`src/rtl/hazard_unit_pkg.sv`:
```
// Shared types for the hazard controller.
//   cpu_types_pkg         : regbits_t, the 5-bit register specifier used by the core.
//   hazard_unit_types_pkg : hzstate_t controller states and the default counter width.
package cpu_types_pkg;
    typedef logic [4:0] regbits_t;
endpackage

package hazard_unit_types_pkg;
    localparam int CNTW_DEFAULT = 16;

    typedef enum logic [1:0] {
        RUN    = 2'd0,
        DWAIT  = 2'd1,
        HALTED = 2'd2
    } hzstate_t;
endpackage

```
`src/rtl/hazard_unit_sat_counter.sv`:
```
// Saturating up-counter used for the hazard performance counters.
// Ports:
//   CLK     : clock, rising edge
//   RST     : asynchronous active-high reset, clears the count
//   inc_i   : add one this cycle (ignored once the count is all-ones)
//   count_o : current count
module sat_counter #(
    parameter int W = 16
) (
    input  logic         CLK,
    input  logic         RST,
    input  logic         inc_i,
    output logic [W-1:0] count_o
);
    logic [W-1:0] cnt_q;
    logic [W-1:0] cnt_d;

    always_comb begin
        cnt_d = cnt_q;
        if (inc_i && (cnt_q != '1)) begin
            cnt_d = cnt_q + W'(1);
        end
    end

    always_ff @(posedge CLK or posedge RST) begin
        if (RST) begin
            cnt_q <= '0;
        end else begin
            cnt_q <= cnt_d;
        end
    end

    assign count_o = cnt_q;
endmodule

```
`src/rtl/hazard_unit.sv`:
```
// Pipeline hazard controller for the 5-stage core: latch enables and bubble
// flushes for load-use stalls, memory waits, taken-branch redirects and halt.
// Outputs are Mealy (state + current inputs); state and counters are registered.
// Ports:
//   CLK, RST                 : clock, asynchronous active-high reset
//   IDrs, IDrt, IDusesRt     : source registers of the instruction in ID
//   EXrd, EXdREN             : destination / load flag of the instruction in EX
//   MMdmemAccess, dhit, ihit : memory request in MEM and memory ready strobes
//   MMbranchTaken, MMhalt    : PC redirect and HALT in MEM
//   PCEN..MMWBen             : latch enables
//   IFIDflush..EXMMflush     : bubble inserts (take precedence over the enable)
//   halted                   : sticky halt indication
//   stallCycles, flushCount  : saturating performance counters
//
// state  | meaning
// RUN    | normal issue, priority rules evaluated each cycle
// DWAIT  | pipeline frozen waiting for dhit
// HALTED | HALT retired, everything frozen until reset
module hazard_unit
    import cpu_types_pkg::*;
    import hazard_unit_types_pkg::*;
#(
    parameter int CNTW = CNTW_DEFAULT
) (
    input  logic            CLK,
    input  logic            RST,
    input  regbits_t        IDrs,
    input  regbits_t        IDrt,
    input  logic            IDusesRt,
    input  regbits_t        EXrd,
    input  logic            EXdREN,
    input  logic            MMdmemAccess,
    input  logic            dhit,
    input  logic            ihit,
    input  logic            MMbranchTaken,
    input  logic            MMhalt,
    output logic            PCEN,
    output logic            IFIDen,
    output logic            IDEXen,
    output logic            EXMMen,
    output logic            MMWBen,
    output logic            IFIDflush,
    output logic            IDEXflush,
    output logic            EXMMflush,
    output logic            halted,
    output logic [CNTW-1:0] stallCycles,
    output logic [CNTW-1:0] flushCount
);
    hzstate_t state_q;
    hzstate_t state_d;

    logic load_use;
    logic pc_en, ifid_en, idex_en, exmm_en, mmwb_en;
    logic ifid_fl, idex_fl, exmm_fl;
    logic flush_evt;
    logic stall_evt;

    assign load_use = EXdREN && (EXrd != '0) &&
                      ((EXrd == IDrs) || (IDusesRt && (EXrd == IDrt)));

    always_comb begin
        state_d   = state_q;
        pc_en     = 1'b1;
        ifid_en   = 1'b1;
        idex_en   = 1'b1;
        exmm_en   = 1'b1;
        mmwb_en   = 1'b1;
        ifid_fl   = 1'b0;
        idex_fl   = 1'b0;
        exmm_fl   = 1'b0;
        flush_evt = 1'b0;

        case (state_q)
            RUN, DWAIT: begin
                // In DWAIT the MEM request is still the one being waited on,
                // so only dhit matters there.
                if (!dhit && (MMdmemAccess || (state_q == DWAIT))) begin
                    pc_en   = 1'b0;
                    ifid_en = 1'b0;
                    idex_en = 1'b0;
                    exmm_en = 1'b0;
                    mmwb_en = 1'b0;
                    state_d = DWAIT;
                end else begin
                    state_d = RUN;
                    if (MMbranchTaken) begin
                        ifid_fl   = 1'b1;
                        idex_fl   = 1'b1;
                        exmm_fl   = 1'b1;
                        flush_evt = 1'b1;
                    end else if (load_use) begin
                        pc_en   = 1'b0;
                        ifid_en = 1'b0;
                        idex_fl = 1'b1;
                    end else if (!ihit) begin
                        pc_en   = 1'b0;
                        ifid_fl = 1'b1;
                    end
                end
                // HALT only counts once it actually moves into WB.
                if (mmwb_en && MMhalt) begin
                    state_d = HALTED;
                end
            end
            default: begin
                pc_en   = 1'b0;
                ifid_en = 1'b0;
                idex_en = 1'b0;
                exmm_en = 1'b0;
                mmwb_en = 1'b0;
            end
        endcase
    end

    always_ff @(posedge CLK or posedge RST) begin
        if (RST) begin
            state_q <= RUN;
        end else begin
            state_q <= state_d;
        end
    end

    // Reset forces a full freeze regardless of state or inputs.
    assign PCEN      = pc_en   & ~RST;
    assign IFIDen    = ifid_en & ~RST;
    assign IDEXen    = idex_en & ~RST;
    assign EXMMen    = exmm_en & ~RST;
    assign MMWBen    = mmwb_en & ~RST;
    assign IFIDflush = ifid_fl & ~RST;
    assign IDEXflush = idex_fl & ~RST;
    assign EXMMflush = exmm_fl & ~RST;
    assign halted    = (state_q == HALTED);

    assign stall_evt = !pc_en && (state_q != HALTED);

    sat_counter #(.W(CNTW)) u_stall_cnt (
        .CLK     (CLK),
        .RST     (RST),
        .inc_i   (stall_evt),
        .count_o (stallCycles)
    );

    sat_counter #(.W(CNTW)) u_flush_cnt (
        .CLK     (CLK),
        .RST     (RST),
        .inc_i   (flush_evt),
        .count_o (flushCount)
    );
endmodule

```
`config.mk`:
```
export PLATFORM = sky130hd
export DESIGN_NAME = hazard_unit
export DESIGN_NICKNAME = d
export VERILOG_FILES = /design/src/rtl/hazard_unit_pkg.sv /design/src/rtl/hazard_unit_sat_counter.sv /design/src/rtl/hazard_unit.sv
export SDC_FILE = /design/constraint.sdc
export NUM_CORES = 1
export LEC_CHECK = 0
export CAP_MARGIN = 15
export CORE_ASPECT_RATIO = 1.4
export CORE_UTILIZATION = 60
export DETAILED_ROUTE_END_ITERATION = 10
export DONT_BUFFER_PORTS = 1
export PLACE_DENSITY = 0.76
export SLEW_MARGIN = 10
export SYNTH_ARGS = -nofsm -noshare
export SYNTH_HDL_FRONTEND = slang
export SYNTH_SLANG_ARGS = --single-unit
```
`constraint.sdc`:
```
create_clock -name CLK -period 2.4 [get_ports CLK]
set_input_delay 0.36 -clock CLK [delete_from_list [all_inputs] [get_ports CLK]]
set_output_delay 0.36 -clock CLK [all_outputs]
set_load 0.02 [all_outputs]
```
==> metrics.txt <==
status finished clean; core region area approximately 0.0028 mm2; DRC violation count after routing 0; worst-skew pair later-pin latency 0.29 ns; final setup violation count 0; global-route wire length before repair 5570 um; Net Count, Synth between 200 and 250; initial core utilization 0.631; count of H-tree levels built during CTS 2; Relative slew margins 0.726; largest net degree at the start of global routing 35; number of cell instances on the worst register-to-register path 5; switching share of power 0.223; num rows 23; Tmin final roughly 2.2 ns; r2r setup slk around 0.28 ns; RSZ-0062 raised after global routing no; Overall Power approximately 1.0 mW; Final Instance Count excl. Fillers 226; via count normalized by instance count slightly below 6; worst reg2reg startpoint u_stall_cnt.count_o[1]; worst path required time 2.04 ns; count of boundary I/O pins 65; number of clock sinks 34; clock share of power 0.424; DRC violation total after the first TritonRoute iteration 32; Layout Area Growth over Synthesis 10.4%; placed instance area between 0.0015 and 0.002 mm2; Final Cell Area between 0.0015 and 0.002 mm2; type of the most critical hold path in -> async; switching power of the nets approximately 0.23 mW; proportion of power drawn by combinational gates 0.030; cell breakdown of the critical path o21bai_1 -> nand2_1 -> nor2_1 -> buf_4 -> nand2_1 -> o21ai_0 -> buf_4; cell count after placement around 220; Mapped Cells approximately 180; Max-Cap Viols 0; Worst path max stage delay 0.42 ns; VDD IR-drop max approximately 0.00047 V; cells taking the most area after synthesis dfrtp_1, xor2_1, xnor2_1; gp weighted congestion between 0.7 and 0.8; count of final hold-check violations 0; final worst-path cycle share 0.935; number of detailed-route iterations in the first pass 4; max-slew violation count 0; highest-count cells in the layout ignoring fill and taps dfrtp_1, xor2_1, nand2_1; leakage 0.958 nW; antenna-violating nets left 0; synth warn 0; total internal power between 0.8 and 0.9 mW; clk root buf clkbuf_8; worst-margin pin slew 0.411 ns; Inserted Clock Buffers 5; vias after detailed routing approximately 1300; critical-path cell with the highest stage delay dfrtp_1; Filler Cell Count 216; cell type with the largest total area after synthesis dfrtp_1; CTS-repair resized insts 0; number of antenna diodes 0; sum of overflow across all layers after global routing 0; CP Data Arrival Time approximately 1.9 ns; share of post-route cells with drive strength above 1 0.127; PwrDens 529 mW/mm2; die area ~0.0032 mm2; via count of the first global-routing pass ~1300; clock transition at the registers of the reported paths ~0.070 ns; Worst Path Max Fanout 4; crit path capture type output port; setup repair bufs after CTS 0; DRT Wirelength 3560 um; most common cell after layout, fill and taps aside dfrtp_1; overall fraction of global-route tracks in use 0.247; antenna violations before repair 0; Chip Width about 48 um; fraction of power consumed by sequential logic 0.545; Chip Height 66.8 um; post-DR wirelength/cell 15.7 um; terminus of the critical flop-to-flop path u_stall_cnt.count_o[12]; post-cts hold buffer count 0; worst clock skew around 0.0057 ns; type of the setup path with the least slack reg -> out; clk buf depth 2; flip-flop and latch count after synthesis 34; upper clock frequency limit around 450 MHz; final total negative setup slack 0 ns; post-synthesis instance area about 0.0018 mm2; CTS tree built; Post-Synthesis Mean Instance Area between 10 and 15 um2; critical path startpoint category register; sequential element share of the synthesized area 0.473; number of nets in the layout between 200 and 250; # port buffers 0; Netlist cell types 33; proportion of netlist area held by the largest area contributor 0.473; post-DP HPWL ~2700 um
[cell usage after synthesis]
master	n
and2_1	1
nor2_1	10
nand4_1	7
buf_4	2
a21boi_0	1
mux2i_1	1
nor4b_1	4
o22a_1	1
o21bai_1	1
ha_1	2
nor3_2	1
buf_6	1
nor3_1	5
nor2b_1	1
or4_1	1
o21ai_0	4
and3_1	4
o31a_1	1
xnor2_1	16
a21oi_1	2
nor4_2	1
nand2_1	20
mux2_2	3
xor2_1	22
inv_1	7
or3_1	2
nand3_1	5
and4_1	6
nor4_1	6
clkbuf_1	1
dfrtp_1	34
or2_2	1
a32oi_1	1
[power groups by stage]
stage	clock (mW)	combinational [mW]	sequential, mW
floorplan	0	0.0260	0.584
global placement	0	0.0310	0.584
detailed placement	0	0.0328	0.584
CTS	0.454	0.0329	0.573
global route	0.471	0.0382	0.572
finish	0.445	0.0318	0.573
[sequential cells by signal (all words and copies together) (netlist names)]
name	cells
u_stall_cnt.count_o	16
u_flush_cnt.count_o	16
state_q	2
[area by class of cell]
| class | count | area [um2] | share of cell area |
|---|---|---|---|
| Clock inverter | 2 | 12.5 | 0.00631 |
| Timing Repair Buffer | 10 | 75.1 | 0.0378 |
| Clock buffer | 6 | 82.6 | 0.0416 |
| Sequential cell | 34 | 851 | 0.429 |
| Tap cell | 37 | 46.3 | 0.0233 |
| Multi-Input combinational cell | 130 | 891 | 0.449 |
| Inverter | 7 | 26.3 | 0.0132 |
[logic make-up (layout without fill, tap and decap cells)]
logic type	after synthesis	in the layout	synth area share
xor gates and xnor gates	38	38	0.185
buffers and inverters	11	25	0.0313
and+or+nand+nor	75	75	0.232
muxes	4	4	0.0244
adders and majority gates	2	2	0.0139
AOI/OAI and AO/OA	11	11	0.0397
DFF	34	34	0.473
[worst max path at each step]
stage,startpoint,to,slack (ns),cells after the start
6_report,state_q[0],IFIDflush,0.16,7
5_1_grt,state_q[0],IFIDflush,0.06,7
4_1_cts,state_q[0],IFIDflush,0.16,7
3_5_place_dp,EXrd[4],u_stall_cnt.count_o[14],0.24,7
3_3_place_gp,EXrd[4],u_stall_cnt.count_o[14],0.29,7
2_1_floorplan,u_stall_cnt.count_o[0],u_stall_cnt.count_o[1],0.22,6
[worst max-delay path, delay by kind of cell (launching register included)]
| kind | cells | cell delay [ns] |
|---|---|---|
| and+or+nand+nor | 3 | 0.43 |
| AOI/OAI and AO/OA | 2 | 0.31 |
| DFF | 1 | 0.42 |
| buffers and inverters | 2 | 0.43 |
[per-layer routing]
| layer | wire length (um) | share of wire | track usage | up-vias |
|---|---|---|---|---|
| met1 | 1350 | 0.38 | 0.266 | 645 |
| met2 | 1940 | 0.55 | 0.417 | 39 |
| met5 | 0 | 0 | 0 | - |
| li1 | - | - | - | 638 |
| met3 | 219 | 0.062 | 0.0921 | 6 |
| met4 | 42 | 0.012 | 0.0903 | 0 |
[per-stage QoR]
stage	hold slack (ns)	setup slack [ns]	utilization
2_1_floorplan	0.473	0.224	-
3_3_place_gp	0.360	0.290	0.663
3_5_place_dp	0.373	0.241	0.663
4_1_cts	0.0561	0.165	0.697
5_1_grt	0.0869	0.0642	0.697
6_report	0.0399	0.156	0.697
Note: power is estimated with default switching activity, not from simulation.
==> RTL edit 1 (same flow settings) <==
The package constant `CNTW_DEFAULT` goes from 16 to 17.
--- a/src/rtl/hazard_unit_pkg.sv
+++ b/src/rtl/hazard_unit_pkg.sv
@@ -6,7 +6,7 @@
 endpackage
 
 package hazard_unit_types_pkg;
-    localparam int CNTW_DEFAULT = 16;
+    localparam int CNTW_DEFAULT = 17;
 
     typedef enum logic [1:0] {
         RUN    = 2'd0,
Interface: changed (resized flushCount and stallCycles); port bits go from 65 to 67. The function was not compared with the original's and may differ.
==> RTL edit 1 against the unedited design <==
- count of clock-buffer cells in the layout increased by 1
- worst setup slack got worse by 0.13 ns
- cell area up 19%
- sequential power grew 6.8%
- via count is 7.1% higher
- first-iteration DRC count rose by 22%
- wire length grew 22%
- synthesized area grew 6.1%
- global-route usage rose by 1.7 points
- synthesized cell count is 0.57% lower
- total power increased by 5.7%
- sequential cell count is 2 higher
- critical endpoint is now u_stall_cnt.count_o[10]$_DFFE_PP0P_
==> RTL edit 1: results (changes against the unedited design) <==
status finished clean (unchanged); slowest stage delay, CP 0.52 ns (was 0.42 ns); placer congestion estimate 0.743 (was 0.777); leak pwr 0.00115 µW (was 0.000958 µW); first-pass GRT wire length 6550 µm (was 5570 µm); Syn Nets 202 (was 201); crit path DAT 2.57 ns (was 1.88 ns); RR Startpoint u_stall_cnt.count_o[3]$_DFFE_PP0P_ (was u_stall_cnt.count_o[1]$_DFFE_PP0P_); Netlist cell types 38 (was 33); largest net degree at the start of global routing 25 (was 35); worst-margin pin slew 0.879 ns (was 0.411 ns); Area contributors post-synth dfrtp_1, xor2_1, xnor2_1, nand2_1, ha_1 (was dfrtp_1, xor2_1, xnor2_1, nand2_1, and4_1); Peak Freq 0.422 GHz (was 0.446 GHz); post-route insts no fill 250 (was 226); Overall Global Routing Usage 26.4% (was 24.7%); fillers 187 (was 216); vias in the first global route 1,470 (was 1,307); DR iter-0 viols 39 (was 32); ANT cells 0 (unchanged); Avg WL per Cell 17.3 µm (was 15.7 µm); worst setup path class reg2reg (was reg2out); root buffer cell clkbuf_8 (unchanged); Via Count 1,422 (was 1,328); Num CTS Buffers 5 (unchanged); Clock Skew 0.0112 ns (was 0.00571 ns); most frequent cells after synthesis dfrtp_1, xor2_1, nand2_1 (unchanged); antenna violations before repair 0 (unchanged); CP Max Fanout 5 (was 4); CTS HTree Levels 2 (unchanged); layout cell share with drive strength beyond 1 36.6% (was 12.7%); Seq/Total Area, Yosys 47.2% (was 47.3%); DP Worst Slack -0.0298 ns (was 0.241 ns); first-pass detailed-route iteration total 4 (unchanged); Final nets 240 (was 214); synthesized netlist cell count 174 (was 175); Peak VDD IR 0.000456 V (was 0.000471 V); detailed placer's ending HPWL 3020 µm (was 2700 µm); worst reg-to-reg path cell count 10 (was 5); slowest CP cell or4_4 (was dfrtp_1)
-- RTL edit 1: power by group --
part	internal, µW	leakage (µW)	switching (µW)
combinational	20.1	0.000616	31.9
clock	233	0.0000445	213
sequential	610	0.000493	2.33
total	863	0.00115	247
-- RTL edit 1: worst paths after layout --
kind | endpoint | slack (ns)
setup / recovery | u_stall_cnt.count_o[10]$_DFFE_PP0P_ | 0.03
hold / removal | u_flush_cnt.count_o[16]$_DFFE_PP0P_ | 0.14
setup reg to reg | u_stall_cnt.count_o[10]$_DFFE_PP0P_ | 0.03
hold reg to reg | state_q[0]$_DFFE_PP0N_ | 0.58
max in group asynchronous | u_flush_cnt.count_o[12]$_DFFE_PP0P_ | 1.54
min in group CLK | state_q[1]$_DFFE_PP0N_ | 0.22
-- RTL edit 1: what timing repair did --
action | in CTS | in global routing
setup buffers | 0 | 1
resized for setup | 0 | 12
endpoints found under the hold margin | 0 | 0
setup endpoints to repair | 5 | 24
pin swaps | 1 | 5
cloned | 2 | 0
-- RTL edit 1: cells by family (layout without fill, tap and decap cells) --
group	Yosys count	after routing	synth area share, %
DFF	36	36	47.2
AOI/OAI and AO/OA	13	15	5.11
and+or+nand+nor	70	70	22.2
adders and majority gates	4	4	2.62
buffers and inverters	7	44	2.16
muxes	4	4	2.36
xor gates and xnor gates	40	40	18.4
-- RTL edit 1: final cells by class --
class                           instances  area, µm²  share of cell area (%)
Multi-Input combinational cell        133       1070                    45.0
Tap cell                               37       46.3                    1.95
Sequential cell                        36        903                    38.1
Clock buffer                            7       86.3                    3.65
Inverter                                3       11.3                   0.475
Clock inverter                          1       7.51                   0.317
Timing Repair Buffer                   33        248                    10.5
-- RTL edit 1: stage by stage --
stage          setup TNS, ns  util, %  instance area (µm²)
6_report                   0     80.7                 2370
4_1_cts                    0     78.6                 2310
3_3_place_gp               0     74.8                 2200
5_1_grt               -0.444     80.7                 2370
2_1_floorplan          -1.06        -                 1940
3_5_place_dp         -0.0766     74.8                 2200
-- RTL edit 1: per-layer routing --
layer	global-route usage, %	wire [µm]	vias to the layer above	share of wire (%)
met3	9.65	248	6	5.7
met5	0	0	-	0
li1	-	-	671	-
met4	12.1	44	0	1.0
met2	47.5	2330	42	54
met1	27.5	1700	703	39
==> RTL edit 2 (config.mk and constraints unchanged) <==
Made on the original files. Encoding of `hzstate_t`: now one-hot (3 bits for 3 states).
--- a/src/rtl/hazard_unit_pkg.sv
+++ b/src/rtl/hazard_unit_pkg.sv
@@ -8,10 +8,10 @@
 package hazard_unit_types_pkg;
     localparam int CNTW_DEFAULT = 16;
 
-    typedef enum logic [1:0] {
-        RUN    = 2'd0,
-        DWAIT  = 2'd1,
-        HALTED = 2'd2
+    typedef enum logic [2:0] {
+        RUN    = 3'b001,
+        DWAIT  = 3'b010,
+        HALTED = 3'b100
     } hzstate_t;
 endpackage
 
Check against the original RTL: same outputs for any inputs over 10 cycles, from zero or initial values and one cycle with RST high; not proved beyond that.
==> RTL edit 2 against the unedited design <==
- worst setup slack worse by 0.017 ns
- hold slack improved by 0.11 ns
- cell area up 5.2%
- first-iteration DRC count is 22% lower
- wire length up 6.2%
- total power increased by 20%
- clock skew hardly changed
- sequential cell count is 1 higher
- sequential share of layout area down 0.87 points
- fmax is 0.76% lower
- critical path type unchanged
- core utilization grew 2.2 points
- largest power group is now clock
- synthesized area up 2.6%
- clock power up 42%
==> RTL edit 2: results (changes against the unedited design) <==
ANT cells 0 (unchanged); Clock Skew 0.00531 ns (was 0.00571 ns); Async SR Flop Fraction 100% (unchanged); DR iter-0 viols 25 (was 32); placer congestion estimate 0.833 (was 0.777); Syn Nets 198 (was 201); status finished clean (unchanged); slowest CP cell dfstp_2 (was dfrtp_1); Area contributors post-synth dfrtp_1, xnor2_1, xor2_1, nand3_1, and3_1 (was dfrtp_1, xor2_1, xnor2_1, nand2_1, and4_1); Final nets 212 (was 214); fillers 221 (was 216); Avg WL per Cell 16.9 µm (was 15.7 µm); HP Start MMhalt; antenna violations before repair 0 (unchanged); Reg clk slew, reported paths 0.07 ns (about the same); endpoints failing setup 0 (unchanged); multi-input logic area 921 µm² (was 891 µm²); first-pass detailed-route iteration total 4 (unchanged); Peak VDD IR 0.000591 V (was 0.000471 V); PortBufs 0 (unchanged); CTS max path bufs 2 (unchanged); placed cell areas 1940 µm² (was 1890 µm²); layout cell share with drive strength beyond 1 16.6% (was 12.7%); Overall Global Routing Usage 24.6% (was 24.7%); Post-Synth Adder-Cell Area 1.36% (was 1.39%); Post CTS Setup Buffer Count 0 (unchanged); complex-gate fraction of the synthesized area 6.51% (was 3.97%); Seq/Total Area, Yosys 47.5% (was 47.3%); worst-margin pin slew 0.641 ns (was 0.411 ns); crit-path leading delay family simple AND/OR/NAND/NOR gates (unchanged); DR vias/cell 6.21 (was 5.88); vias in the first global route 1,381 (was 1,307); Netlist cell types 37 (was 33); post-route insts no fill 224 (was 226); slowest stage delay, CP 0.57 ns (was 0.42 ns); CP startpoint state_q[0]$_DFFE_PP1N_ (was state_q[0]$_DFFE_PP0N_); root buffer cell clkbuf_8 (unchanged); clk_lat worst skew 0.29 ns (about the same); synthesized netlist cell count 172 (was 175); crit path DAT 1.90 ns (was 1.88 ns); CTS HTree Levels 2 (unchanged); first-pass GRT wire length 5960 µm (was 5570 µm); synth warn 0 (unchanged); RR Startpoint u_stall_cnt.count_o[2]$_DFFE_PP0P_ (was u_stall_cnt.count_o[1]$_DFFE_PP0P_); largest net degree at the start of global routing 35 (unchanged); CP Max Fanout 5 (was 4); most frequent cells after synthesis dfrtp_1, xnor2_1, nand3_1 (was dfrtp_1, xor2_1, nand2_1); leak pwr 0.000941 µW (was 0.000958 µW); mux cell area share after synthesis 1.22% (was 2.44%); Num CTS Buffers 5 (unchanged); detailed placer's ending HPWL 2750 µm (was 2700 µm); Worst Hold Class in2reg (was in2async); Post-Synth XOR/XNOR Area 18.5% (about the same)
## RTL edit 2: changes by cell type in the layout (fill, tap and decap cells not counted), sizes merged, moves of 3 or more
cell | before | now
xor2 | 22 | 11
and3 | 4 | 14
inv | 7 | 4
nand3 | 5 | 16
nand2 | 20 | 8
a31oi | 0 | 3
nor2 | 10 | 2
nor4 | 7 | 1
xnor2 | 16 | 28
nor4b | 4 | 0
## RTL edit 2: path summary, 6_finish.rpt
path,depth (start not counted),slack [ns],endpoint
max,6,0.14,PCEN
min,1,0.15,state_q[0]$_DFFE_PP1N_
max reg2reg,6,0.24,u_stall_cnt.count_o[1]$_DFFE_PP0P_
min reg2reg,1,0.48,state_q[2]$_DFFE_PP0N_
max in group asynchronous,3,1.44,u_flush_cnt.count_o[11]$_DFFE_PP0P_
min in group asynchronous,2,0.54,state_q[0]$_DFFE_PP1N_
## RTL edit 2: layout make-up
type	instances	area share, %
clock inverter	3	3.24
tap	37	2.22
timing repair buffer	12	4.43
multi-input combinational	128	44.1
inverter	4	0.719
sequential	35	42.0
clock buffer	5	3.30
## RTL edit 2: logic make-up (layout without fill, tap and decap cells)
group,count (synthesis),in the layout
flops,35,35
compound gates,17,17
buf+inv,9,24
fa+ha+maj,2,2
xor+xnor,39,39
mux,2,2
simple gates,68,68
## RTL edit 2: stage by stage
step	hold WS [ns]	setup WS, ns
2_1_floorplan	0.435	0.0680
3_3_place_gp	0.272	0.262
3_5_place_dp	0.279	0.193
4_1_cts	0.149	0.107
5_1_grt	0.172	0.00773
6_report	0.153	0.139
## RTL edit 2: routing by layer
layer  track usage [%]  share of wire, %
met4              12.1               2.4
met2              44.4                54
met3              10.1               6.7
met1              24.4                37
met5                 0                 0
## RTL edit 2: worst reg2reg max path: cells and delay by family (launching register included)
family | cells | cell delay (ns)
simple gates | 5 | 1.20
flops | 1 | 0.51
mux | 1 | 0.35
## RTL edit 2: what timing repair did
| item | in CTS | in global routing |
|---|---|---|
| setup endpoints to repair | 1 | 2 |
| endpoints found under the hold margin | 1 | 0 |
| pin swaps | 0 | 0 |
| hold buffers | 1 | 0 |
| resized for setup | 1 | 1 |
## RTL edit 2: report_power, final
part	internal [µW]	leakage [µW]	total, µW	switching, µW
combinational	14.9	0.000413	38.4	23.4
sequential	591	0.000464	591	0.721
clock	414	0.0000644	632	217
